<file path="src/rtl/mem_pkg.sv">
// Shared constants and state encoding for the 1024x32 word memory and its copy engine.
package mem_pkg;
    localparam int AW      = 10;
    localparam int DW      = 32;
    localparam int LEN_W   = 11;
    localparam int KEY_W   = 16;
    localparam int MAX_LEN = 1024;
    localparam logic [AW-1:0] PARK_ADDR = 10'd512;

    typedef enum logic [1:0] {
        IDLE,
        RD,
        WB
    } state_t;
endpackage

</file>
<file path="src/rtl/mem_copy_engine.sv">
// Key-gated forward block copy: one read and one write per cycle; the write port
// is parked on a scratch word (data 0) whenever no copy write is in flight.
module mem_copy_engine
    import mem_pkg::*;
(
    input  logic             clk,
    input  logic             rst,
    input  logic             req_valid,
    output logic             req_ready,
    input  logic [AW-1:0]    req_src,
    input  logic [AW-1:0]    req_dst,
    input  logic [LEN_W-1:0] req_len,
    input  logic [KEY_W-1:0] req_key,
    input  logic [KEY_W-1:0] key_access,
    output logic [AW-1:0]    read_address,
    output logic [AW-1:0]    write_address,
    output logic [DW-1:0]    data_in,
    input  logic [DW-1:0]    data_out,
    output logic             busy,
    output logic             done,
    output logic             err
);
    state_t            state_q, state_d;
    logic [AW-1:0]     src_q, dst_q, wr_addr_q;
    logic [LEN_W-1:0]  len_q, i_q;
    logic              wr_valid_q, done_q, err_q;
    logic              fire, reject;
    logic [AW-1:0]     park_off;

    assign fire = req_valid && req_ready;

    // Offset of the scratch word from dst, modulo the address space; a copy
    // whose destination range reaches it would be clobbered by parking.
    always_comb begin
        park_off = PARK_ADDR - req_dst;
        reject   = (req_len == '0)
                || (req_len > LEN_W'(MAX_LEN))
                || (req_key != key_access)
                || ({1'b0, park_off} < req_len);
    end

    always_comb begin
        state_d = state_q;
        case (state_q)
            IDLE: if (fire && !reject) state_d = RD;
            RD:   if (i_q == len_q - 1'b1) state_d = WB;
            WB:   state_d = IDLE;
            default: state_d = IDLE;
        endcase
    end

    always_ff @(posedge clk or posedge rst) begin
        if (rst) begin
            state_q    <= IDLE;
            src_q      <= '0;
            dst_q      <= '0;
            len_q      <= '0;
            i_q        <= '0;
            wr_valid_q <= 1'b0;
            wr_addr_q  <= '0;
            done_q     <= 1'b0;
            err_q      <= 1'b0;
        end else begin
            state_q    <= state_d;
            done_q     <= (state_q == WB);
            err_q      <= fire && reject;
            wr_valid_q <= (state_q == RD);
            wr_addr_q  <= dst_q + i_q[AW-1:0];
            if (fire && !reject) begin
                src_q <= req_src;
                dst_q <= req_dst;
                len_q <= req_len;
                i_q   <= '0;
            end else if (state_q == RD) begin
                i_q <= i_q + 1'b1;
            end
        end
    end

    assign req_ready    = (state_q == IDLE);
    assign busy         = (state_q != IDLE);
    assign done         = done_q;
    assign err          = err_q;
    assign read_address = (state_q == RD) ? (src_q + i_q[AW-1:0]) : '0;

    // Read data from the previous cycle passes straight through to the write port.
    assign write_address = wr_valid_q ? wr_addr_q : PARK_ADDR;
    assign data_in       = wr_valid_q ? data_out  : '0;
endmodule

</file>
<file path="config.mk">
export PLATFORM = sky130hd
export DESIGN_NAME = mem_copy_engine
export DESIGN_NICKNAME = d
export VERILOG_FILES = /design/src/rtl/mem_pkg.sv /design/src/rtl/mem_copy_engine.sv
export SDC_FILE = /design/constraint.sdc
export NUM_CORES = 1
export LEC_CHECK = 0
export CORE_UTILIZATION = 40
export DETAILED_ROUTE_END_ITERATION = 7
export PLACE_DENSITY = 0.74
export SLEW_MARGIN = 20
export SYNTH_ARGS = -nofsm -noshare
export SYNTH_HDL_FRONTEND = slang
export SYNTH_SLANG_ARGS = --single-unit
</file>
<file path="constraint.sdc">
create_clock -name clk -period 3.6 [get_ports clk]
set_input_delay 0.9 -clock clk [delete_from_list [all_inputs] [get_ports clk]]
set_output_delay 0.9 -clock clk [all_outputs]
set_load 0.01 [all_outputs]
</file>
# Word-level counts from Yosys, hierarchy flattened
# Index checks and enable logic that the tools add are counted.
# totals
regBits,57
input_bits,98
out_inout_bits,56
wordCells,42
# op_classes
add_sub_neg,5
n_lt_le_gt_ge,2
eq_ne,6
mux,8
reduce_logical,12
# op_table
op,count
32-bit 2-to-1 mux,1
11-bit 2-to-1 mux,2
10-bit adder,2
10-bit 2-to-1 mux,2
16-bit inequality test,1
11-bit by 1-bit adder with 11-bit output (second input constant),1
11-bit equality test,1
11-bit > comparator (second input constant),1
11-bit zero test,1
10-bit by 11-bit < comparator with 1-bit output,1
11-bit by 1-bit subtractor with 11-bit output (second input constant),1
10-bit subtractor (first input constant),1
2-bit 2-to-1 mux,2
2-bit case mux with 2 select lines,1
2-bit nonzero test,2
1-bit logical AND,3
1-bit logical OR,3
2-bit by 1-bit equality test with 1-bit output (second input constant),1
2-bit equality test (second input constant),1
2-bit zero test,1
2-bit by 1-bit inequality test with 1-bit output (second input constant),1
2-bit inequality test (second input constant),1
2-bit AND reduction,1
1-bit zero test,1

# Depth between registers and ports, before layout
# Gate-level depths: netlist of run 1.
# depth
depth_word,8
depth_mapped,13
depth_no_buf,12

# Least setup slack after synthesis of run 1
# No wires, ideal clock.
# synth_path
kind,input -> register
start,input port req_dst[1]
end,register dst_q[7]
setup_time_ps,125
arrival_ps,3176
required_ps,3475
path_slack_ps,299
path_stages,13
path_buffers,1
path_cell_list,inv_1 ha_1 nand2b_1 nor4_1 xnor2_1 ha_1 a21oi_1 o21ai_0 a21oi_1 o21ai_0 nand4b_1 clkbuf_1 mux2_2
# synth_between
elab_chain_cells,5
# synth_lines
element,line,text
from (decl),mem_copy_engine.sv:11,"input logic [AW-1:0] req_dst,"
10-bit subtractor,mem_copy_engine.sv:35,park_off = PARK_ADDR - req_dst;
10-bit by 11-bit < comparator with 1-bit output,mem_copy_engine.sv:39,"|| ({1'b0, park_off} < req_len);"
1-bit logical OR,mem_copy_engine.sv:39,
1-bit zero test,mem_copy_engine.sv:69,if (fire && !reject) begin
1-bit logical AND,mem_copy_engine.sv:69,
to (signal assigned),mem_copy_engine.sv:71,dst_q <= req_dst;
to (decl),mem_copy_engine.sv:24,"logic [AW-1:0] src_q, dst_q, wr_addr_q;"
# Every way passes these cells.
# A chain may end at the register's enable or synchronous reset.

# Worst setup path in the final report of run 1
# layout_path
start,register src_q[1]
end,output port read_address[9]
# layout_between
elab_chain_cells,2
# layout_lines
element,line,text
from (decl),mem_copy_engine.sv:24,
from (signal assigned),mem_copy_engine.sv:70,src_q <= req_src;
10-bit adder,mem_copy_engine.sv:84,assign read_address = (state_q == RD) ? (src_q + i_q[AW-1:0]) : '0;
10-bit 2-to-1 mux,mem_copy_engine.sv:84,
to (decl),mem_copy_engine.sv:15,"output logic [AW-1:0] read_address,"
# Every way passes these cells.

==> results by group, run 1 <==
Power and ir drop
  • Leakage: 2.77 nW
  • Pwr Total: ~1.4 mW
  • Power density cells: 232 nW/µm²
  • Sw Ratio: 24.9%
  • Clock share of power: around 37%
  • Reg power frac: 44.9%
  • Psw: 355 µW
  • Gate power share: about 18%
  • Int Pwr: between 1 and 1.5 mW
  • VDD IR max: 0.000128 V

Critical path
  • Kind of start point of the critical path: flop
  • Data required time at the worst endpoint: 2700 ps
  • CP max FO: 3
  • Reg-to-Reg End: state_q[0]
  • Worst R2R Setup Slack: 1080 ps
  • RR Startpoint: len_q[0]
  • Crit-path slowest cell: dfrtp_1
  • WS Path Type: flop to output port
  • R2r worst-path depth: 8
  • Crit path arrival time: 2550 ps
  • Slowest stage delay, CP: approximately 420 ps
  • Crit path cell chain: ha_1 -> a21o_1 -> a21oi_2 -> o21ai_2 -> a2111oi_2 -> o21ai_0 -> a21oi_1 -> dlygate4sd2_1
  • CP endpoint kind: output port

Synth
  • Yosys warning count: 0
  • Post-synth EDFFs: 0
  • Synth area leader: dfrtp_1
  • Distinct cells, synth: 44
  • Synthesized area per cell: 9.48 µm²
  • Area contributors post-synth: dfrtp_1 (35%), xnor2_1 (10%), ha_1 (9.2%)
  • Ys async rst share: 100%
  • FF+latch count, synth: 57
  • Gate Count Post-Synth: 430
  • Sequential area share after synthesis: 35.0%
  • Post-synth top area share: 35.0%
  • Post-synth top flop: dfrtp_1
  • Mapped cell area: 4080 µm²
  • Syn Nets: 560

Die
  • Starting density of the core: about two fifths
  • Die height: 103 µm
  • DIE AREA: 10600 µm²
  • Die width: 103 µm
  • Num rows: 36
  • Core Area: 9820 µm²
  • I/O pin cnt: around 150

Finish
  • Post-route design area: 6150 µm²
  • Util after Layout: between 60% and 70%
  • Most frequent cells in the layout: clkdlybuf4s50_1 (149), dfrtp_1 (57), and2_1 (56)
  • Commonest non-fill, non-tap cell in the layout: clkdlybuf4s50_1
  • Fillers: 827
  • Layout cells sized above 1: 13.6%
  • Layout area overhead: 50.8%
  • N_diodes: 0
  • Fin cells: ~740
  • Net count reported at finish: 735

Global route
  • Antenna violations before repair: 0
  • Vias in the first global route: 3667
  • First-pass GRT wire length: approximately 17000 µm
  • GRT Overall Usage: 20.8%
  • Largest net degree at the start of global routing: 43
  • Grt ovf: 0

Clocking
  • CTS H-tree depth: 3
  • Worst-Skew Late Latency: 340 ps
  • CTS tree: built
  • Clock Sinks: 57
  • CTS Buffer Depth: 2
  • Clk pin slew, worst setup/hold paths: 70 ps
  • Clock buffer count from CTS: 9
  • CTS Root Cell: clkbuf_8

Routing
  • Via count: about 3800
  • Vias per inst: around 5
  • Post-DRT Antenna Nets: 0
  • 1st-iter DRT viols: 135
  • First-pass iteration count of the detailed router: 4
  • Drt wl/cell: ~14 µm
  • DRC errors left: 0
  • Drt total wl: roughly 11000 µm

Run
  • # Max-Cap Violations: 0

Timing
  • Finish-stage setup viols: 0
  • Final hold vios: 0
  • RSZ-0062 raised after global routing: false
  • Final clock skew: 9.35 ps
  • Setup ws final: 154 ps
  • Max_slew headroom: 46.7%
  • Worst-Margin Slew: approximately 800 ps
  • Minimum hold slack: 460 ps
  • Final period util: a little over nine tenths
  • Max-slew violation count: 0
  • Crit path time final: 3450 ps
  • Sum Neg Setup Slack: 0 ps
  • Peak Freq: 290 MHz

Place
  • DP HPWL: 8670 µm
  • Placed Area: 5920 µm²
  • # port buffers: 153
  • Setup WS pre-CTS: -259 ps
  • # placed instances: 727
  • Final GP Congestion: approximately 0.92

Hold path
  • Hold Crit Start: state_q[0]
  • WHS Endpoint: done
  • HP Class: flop to flop
  • Worst Hold Depth: 1

Status
  • Status: finished, final reports clean
[synth_stat cells, drive strengths merged, types with 5 or more instances]
cell / instances
xor2: 12
nand3: 6
nand2: 18
o21ai: 14
dfrtp: 57
mux2: 28
nor2: 23
nor3: 12
a21oi: 18
and2: 56
nand4: 9
or4: 5
xnor2: 47
a21o: 5
clkbuf: 12
ha: 30
inv: 24
[timing repair]
action,4_1_cts,5_1_grt
resized for setup,12,10
hold buffers,0,0
gates cloned,0,0
setup endpoints to repair,4,41
pin swaps,3,3
buffers inserted,0,0
[cell families after synthesis]
logic type                 after synthesis  share of synthesized area [%]
adders and majority gates               32                           10.2
AOI/OAI and AO/OA                       59                           9.15
and+or+nand+nor                        155                           21.2
buffers and inverters                   38                           3.53
muxes                                   30                           8.23
xor gates and xnor gates                59                           12.7
DFF                                     57                           35.0
[sequential cells by signal (all words and copies together) (netlist names)]
| signal | cells |
|---|---|
| wr_valid_q | 1 |
| done | 1 |
| len_q | 11 |
| dst_q | 10 |
| src_q | 10 |
| wr_addr_q | 10 |
| err | 1 |
| i_q | 11 |
| state_q | 2 |
[area by class of cell]
type | count | area [µm²] | share of cell area [%]
multi-input combinational | 335 | 2570 | 41.8
inverter | 25 | 93.8 | 1.53
clock inverter | 5 | 32.5 | 0.529
timing repair buffer | 177 | 1720 | 28.0
tap | 133 | 166 | 2.71
clock buffer | 10 | 138 | 2.24
sequential | 57 | 1430 | 23.2
[power by group through the flow]
| stage | sequential, mW | combinational (mW) | clock, mW |
|---|---|---|---|
| 2_1_floorplan | 0.652 | 0.0813 | 0 |
| 3_3_place_gp | 0.652 | 0.255 | 0 |
| 3_5_place_dp | 0.652 | 0.259 | 0 |
| 4_1_cts | 0.640 | 0.260 | 0.540 |
| 5_1_grt | 0.640 | 0.282 | 0.576 |
| 6_report | 0.640 | 0.258 | 0.527 |
[worst max-delay path by stage]
stage | slack, ps | from | cells past startpoint | to
floorplan | 300 | req_dst[1] | 13 | dst_q[7]
global placement | -110 | req_dst[0] | 11 | src_q[0]
detailed placement | -260 | req_dst[0] | 13 | src_q[2]
CTS | 30 | src_q[0] | 9 | read_address[8]
global route | 9 | src_q[1] | 8 | read_address[9]
finish | 150 | src_q[1] | 8 | read_address[9]
[worst max-delay path, delay by kind of cell (launching register included)]
kind	cells	cell delay [ps]
buffers and inverters	1	290
adder cells (fa/ha/maj)	1	300
flip-flops	1	420
AO/OA/AOI/OAI	6	1190
[metal layers]
layer  routed length, µm  vias to the layer above  global-route usage (%)  part of all wire (%)
li1                    -                     1828                       -                     -
met1                4170                     1763                    22.4                    39
met4                 256                        0                    10.4                   2.4
met2                5490                      146                    38.7                    51
met5                   0                        -                       0                     0
met3                 802                       16                    4.34                   7.5
(Power assumes the default switching activity.)
==> run 2, diff against run 1 <==
--- a/config.mk
+++ b/config.mk
@@ -7,7 +7,7 @@
 export LEC_CHECK = 0
 export CORE_UTILIZATION = 40
 export DETAILED_ROUTE_END_ITERATION = 7
-export PLACE_DENSITY = 0.74
+export PLACE_DENSITY = 0.77
 export SLEW_MARGIN = 20
 export SYNTH_ARGS = -nofsm -noshare
 export SYNTH_HDL_FRONTEND = slang
==> constraint.sdc (replaced) <==
create_clock -name clk -period 3.1 [get_ports clk]
set_input_delay 0.775 -clock clk [delete_from_list [all_inputs] [get_ports clk]]
set_output_delay 0.775 -clock clk [all_outputs]
set_load 0.01 [all_outputs]
==> results by group, run 2 (synthesized netlist as in run 1, its figures left out) <==
Finish
  • Layout area overhead: 62.7%
  • Net count reported at finish: 767
  • Util after Layout: 67.6%
  • Commonest non-fill, non-tap cell in the layout: clkdlybuf4s50_1
  • N_diodes: 0
  • Layout cells sized above 1: between 20% and 30%
  • Fillers: 772
  • Most frequent cells in the layout: clkdlybuf4s50_1 (138), dfrtp_1 (57), and2_1 (56)
  • Largest registers: i_q: 11 flops, len_q: 11 flops

Critical path
  • Crit path cell chain: ha_2 -> fa_2 -> a21o_1 -> a21oi_2 -> o21bai_2 -> a2111oi_2 -> buf_4 -> o211ai_1 -> nand2_1 -> buf_2
  • Slowest stage delay, CP: 380 ps
  • WS Path Type: flop to output port
  • CP max FO: 2
  • CP endpoint kind: output port
  • Data required time at the worst endpoint: 2320 ps
  • Kind of start point of the critical path: flop
  • Crit path arrival time: around 2500 ps
  • Crit-path slowest cell: dfrtp_1

Routing
  • DRC errors left: 0
  • Post-DRT Antenna Nets: 0
  • Drt wl/cell: 15.2 µm
  • Drt total wl: 11800 µm
  • 1st-iter DRT viols: approximately 120
  • Vias per inst: 5.06
  • First-pass iteration count of the detailed router: 4
  • Via count: 3913

Run
  • # Max-Cap Violations: 0

Place
  • Final GP Congestion: slightly below 0.8
  • DP HPWL: about 8400 µm
  • Setup WS pre-CTS: -577 ps
  • # port buffers: 153

Die
  • I/O pin cnt: 154
  • Die height: between 100 and 150 µm
  • Starting density of the core: 41.5%
  • Num rows: 36
  • Die width: 103 µm
  • Core Area: 9820 µm²
  • DIE AREA: around 11000 µm²

Global route
  • Vias in the first global route: 3810
  • Gr busiest metal: met2
  • Largest net degree at the start of global routing: 48
  • First-pass GRT wire length: 17500 µm
  • Antenna violations before repair: 0
  • Grt met1 use: 24.8%
  • GR met3 Demand/Resource: 4.47%
  • Grt ovf: 0
  • GRT Overall Usage: 21.6%
  • Grt met2 use: 40.9%

Timing
  • Final hold vios: 0
  • Sum Neg Setup Slack: -399 ps
  • Setup ws final: -207 ps
  • Finish-stage setup viols: 3
  • Worst-Margin Slew: 567 ps
  • Minimum hold slack: 466 ps
  • RSZ-0062 raised after global routing: true
  • Peak Freq: 302 MHz
  • Final clock skew: around 5.4 ps
  • Max-slew violation count: 0
  • Max_slew headroom: 62.1%
  • Final period util: 107%
  • Crit path time final: around 3300 ps

Power and ir drop
  • Power density cells: 276 nW/µm²
  • Leakage: 3.03 nW
  • Pwr Total: 1.83 mW
  • VDD IR max: 0.000186 V

Clocking
  • CTS H-tree depth: 3
  • Clock Sinks: between 50 and 60
  • CTS tree: built
  • CTS Root Cell: clkbuf_8
  • Clk pin slew, worst setup/hold paths: ~70 ps
  • Clock buffer count from CTS: 9
  • Worst-Skew Late Latency: between 300 and 400 ps
  • Cts hold-fix bufs: 0
  • CTS Buffer Depth: 2

Status
  • Status: complete, but fails checks
  • Failing checks: setup timing

Hold path
  • HP Class: flop to flop
-- run 2: changes by cell type in the layout (fill, tap and decap cells not counted), sizes merged, moves of 2 or more --
cell and change:
clkdlybuf4s15 +2, dlygate4sd2 +6, clkbuf +3, buf +35, clkinvlp -3, clkdlybuf4s50 -11
-- run 2: critical path, delay by kind of cell (launching register included) --
| kind | cells | cell delay [ps] |
|---|---|---|
| and+or+nand+nor | 1 | 100 |
| AOI/OAI and AO/OA | 5 | 860 |
| adders and majority gates | 2 | 540 |
| DFF | 1 | 380 |
| buffers and inverters | 2 | 300 |
-- run 2: routing by layer --
| metal | routed length (µm) | part of all wire [%] |
|---|---|---|
| met1 | 4710 | 40 |
| met4 | 93 | 0.79 |
| met2 | 5970 | 51 |
| met3 | 1000 | 8.5 |
| met5 | 0 | 0 |
-- run 2: cell type report --
cell class	instances	area (µm²)	share of cell area [%]
Sequential cell	57	1430	21.5
Tap cell	133	166	2.51
Timing Repair Buffer	209	2050	30.9
Clock inverter	2	35.0	0.528
Inverter	25	93.8	1.41
Multi-Input combinational cell	335	2690	40.5
Clock buffer	13	179	2.70
-- run 2: worst paths after layout --
path / slack, ps / cells past startpoint / from / endpoint
min reg2reg: 470 / 1 / state_q[0] / done
max reg2reg: 550 / 8 / len_q[0] / state_q[0]
max: -210 / 10 / src_q[0] / read_address[8]
min in group asynchronous: 680 / 2 / rst / wr_addr_q[1]
max in group asynchronous: 1900 / 3 / rst / err
min: 470 / 1 / state_q[0] / done
-- run 2: through the flow --
stage / cells / instance area [µm²]
after floorplan: 430 / 4080
after global placement: 743 / 6050
after detailed placement: 743 / 6050
after CTS: 766 / 6470
after global routing: 774 / 6630
final: 774 / 6630
-- run 2: timing repair --
| item | in CTS | in global routing |
|---|---|---|
| pin swaps | 21 | 17 |
| setup buffers | 5 | 8 |
| cloned | 3 | 0 |
| setup endpoints to repair | 50 | 43 |
| endpoints found under the hold margin | 0 | 0 |
| gates resized for setup | 54 | 25 |
-- run 2: report_power, final --
part / switching, mW / internal (mW) / total (mW)
clock network: 0.300 / 0.453 / 0.753
registers: 0 / 0.744 / 0.744
logic: 0.122 / 0.213 / 0.335
==> run 3, diff against run 2 <==
--- a/config.mk
+++ b/config.mk
@@ -8,6 +8,7 @@
 export CORE_UTILIZATION = 40
 export DETAILED_ROUTE_END_ITERATION = 7
 export PLACE_DENSITY = 0.77
+export RECOVER_POWER = 50
 export SLEW_MARGIN = 20
 export SYNTH_ARGS = -nofsm -noshare
 export SYNTH_HDL_FRONTEND = slang
==> results by group, run 3 (synthesized netlist as in run 1, its figures left out) <==
Power and ir drop
  • Leakage: 3.04 nW
  • Sw Ratio: 22.9%
  • Power density cells: 276 nW/µm²
  • VDD IR max: 0.000186 V
  • Gate power share: 18.2%
  • Psw: roughly 420 µW
  • Int Pwr: 1.41 mW
  • Clock share of power: between 40% and 50%
  • Reg power frac: 40.7%

Global route
  • GRT Overall Usage: a little over a fifth
  • Antenna violations before repair: 0
  • Largest net degree at the start of global routing: 48
  • First-pass GRT wire length: 17500 µm
  • Vias in the first global route: between 3000 and 4000
  • Grt ovf: 0

Routing
  • Post-DRT Antenna Nets: 0
  • Via count: between 3000 and 4000
  • Vias per inst: roughly 5.1
  • 1st-iter DRT viols: roughly 160
  • DRC errors left: 0
  • Drt total wl: approximately 12000 µm
  • Drt wl/cell: 15.2 µm
  • First-pass iteration count of the detailed router: 4

Timing
  • Finish-stage setup viols: 3
  • Max_slew headroom: 22.2%
  • Peak Freq: between 300 and 400 MHz
  • Worst-Margin Slew: 1170 ps
  • Final hold vios: 0
  • Crit path time final: 3300 ps
  • Setup ws final: -197 ps
  • Final period util: 106%
  • Final clock skew: 5.42 ps
  • RSZ-0062 raised after global routing: true
  • Max-slew violation count: 0

Finish
  • Fillers: 774
  • Layout area overhead: 62.1%
  • Largest registers: i_q: 11 flops, len_q: 11 flops
  • N_diodes: 0
  • Commonest non-fill, non-tap cell in the layout: clkdlybuf4s50_1
  • Most frequent cells in the layout: clkdlybuf4s50_1 (128), dfrtp_1 (57), and2_1 (56)
  • Util after Layout: 67.3%
  • Net count reported at finish: 767
  • Layout cells sized above 1: between 20% and 30%

Clocking
  • CTS Root Cell: clkbuf_8
  • CTS H-tree depth: 3
  • Clock buffer count from CTS: 9
  • Cts hold-fix bufs: 0
  • Clock Sinks: 57
  • CTS tree: built
  • Worst-Skew Late Latency: 340 ps
  • Clk pin slew, worst setup/hold paths: 70 ps
  • CTS Buffer Depth: 2

Place
  • Setup WS pre-CTS: -577 ps
  • # port buffers: 153
  • DP HPWL: 8440 µm
  • Final GP Congestion: 0.787

Critical path
  • Data required time at the worst endpoint: around 2300 ps
  • Kind of start point of the critical path: flop
  • Crit path arrival time: 2520 ps
  • WS Path Type: flop to output port
  • CP endpoint kind: output port
  • RR Startpoint: i_q[1]
  • CP max FO: 2
  • Setup crit start: src_q[0]

Run
  • # Max-Cap Violations: 0

Hold path
  • HP Class: flop to flop
  • Hold Crit Start: state_q[0]

Die
  • DIE AREA: 10600 µm²
  • Starting density of the core: between 40% and 50%
  • Core Area: 9820 µm²
  • I/O pin cnt: 154
  • Die height: 103 µm
  • Num rows: 36
  • Die width: 103 µm

Status
  • Status: complete, but fails checks
  • Failing checks: setup timing
run 3: cell types whose count changed in the layout (fill, tap and decap cells not counted):
cell and delta:
inv_2 -1, buf_12 -1, clkdlybuf4s50_1 -10, buf_4 -4, clkbuf_2 +2, clkbuf_4 +1
inv_1 +1, dlygate4sd3_1 +10, clkbuf_1 +2
run 3: what timing repair did:
action,in CTS,in global routing
cloned,3,0
buffers inserted,5,8
pin swaps,21,17
setup endpoints to repair,50,43
resized for setup,54,25
run 3: critical path, stage by stage, from the launching register on:
cell and delay [ps]:
dfrtp_1 380, ha_2 200, fa_2 340, a21o_1 180, a21oi_2 160, o21bai_2 110, a2111oi_2 310, buf_4 180
o211ai_1 100, nand2_1 90, buf_2 130
run 3: path summary, 6_finish.rpt:
check	end	slack (ps)	cells after the start
max in group asynchronous	len_q[2]	790	3
worst min register to register	done	470	1
min in group asynchronous	wr_addr_q[1]	860	2
worst max-delay path	read_address[8]	-200	10
worst max register to register	wr_addr_q[9]	540	9
worst min-delay path	done	470	1
run 3: stage by stage:
stage	TNS (ps)	hold WS (ps)	instances	instance area [µm²]	total power, mW
final	-391	470	774	6610	1.83
after floorplan	-1800	426	430	4080	0.852
after global routing	-1390	516	774	6610	1.90
after CTS	-401	472	766	6470	1.82
after global placement	-17340	445	743	6050	1.06
after detailed placement	-23970	455	743	6050	1.07
run 3: layer usage:
| layer | wire, µm | track usage [%] | share of wire [%] | vias up |
|---|---|---|---|---|
| met4 | 89 | 4.88 | 0.76 | 0 |
| met3 | 932 | 4.47 | 7.9 | 15 |
| li1 | - | - | - | 1895 |
| met1 | 4730 | 24.8 | 40 | 1864 |
| met2 | 6010 | 40.9 | 51 | 154 |
| met5 | 0 | 0 | 0 | - |
run 3: layout make-up:
class / instances / area (µm²) / share of cell area [%]
clock buffers: 13 / 179 / 2.71
clock inverters: 2 / 35.0 / 0.530
inverters: 25 / 93.8 / 1.42
multi-input cells: 335 / 2690 / 40.6
flip-flops and latches: 57 / 1430 / 21.6
well taps: 133 / 166 / 2.52
repair buffers: 209 / 2020 / 30.6
run 3: power by group through the flow:
stage | Sequential [mW] | Clock, mW | Combinational [mW]
final | 0.744 | 0.751 | 0.332
after global routing | 0.743 | 0.804 | 0.357
after detailed placement | 0.758 | 0 | 0.309
after global placement | 0.758 | 0 | 0.303
after CTS | 0.744 | 0.756 | 0.319
after floorplan | 0.758 | 0 | 0.0945
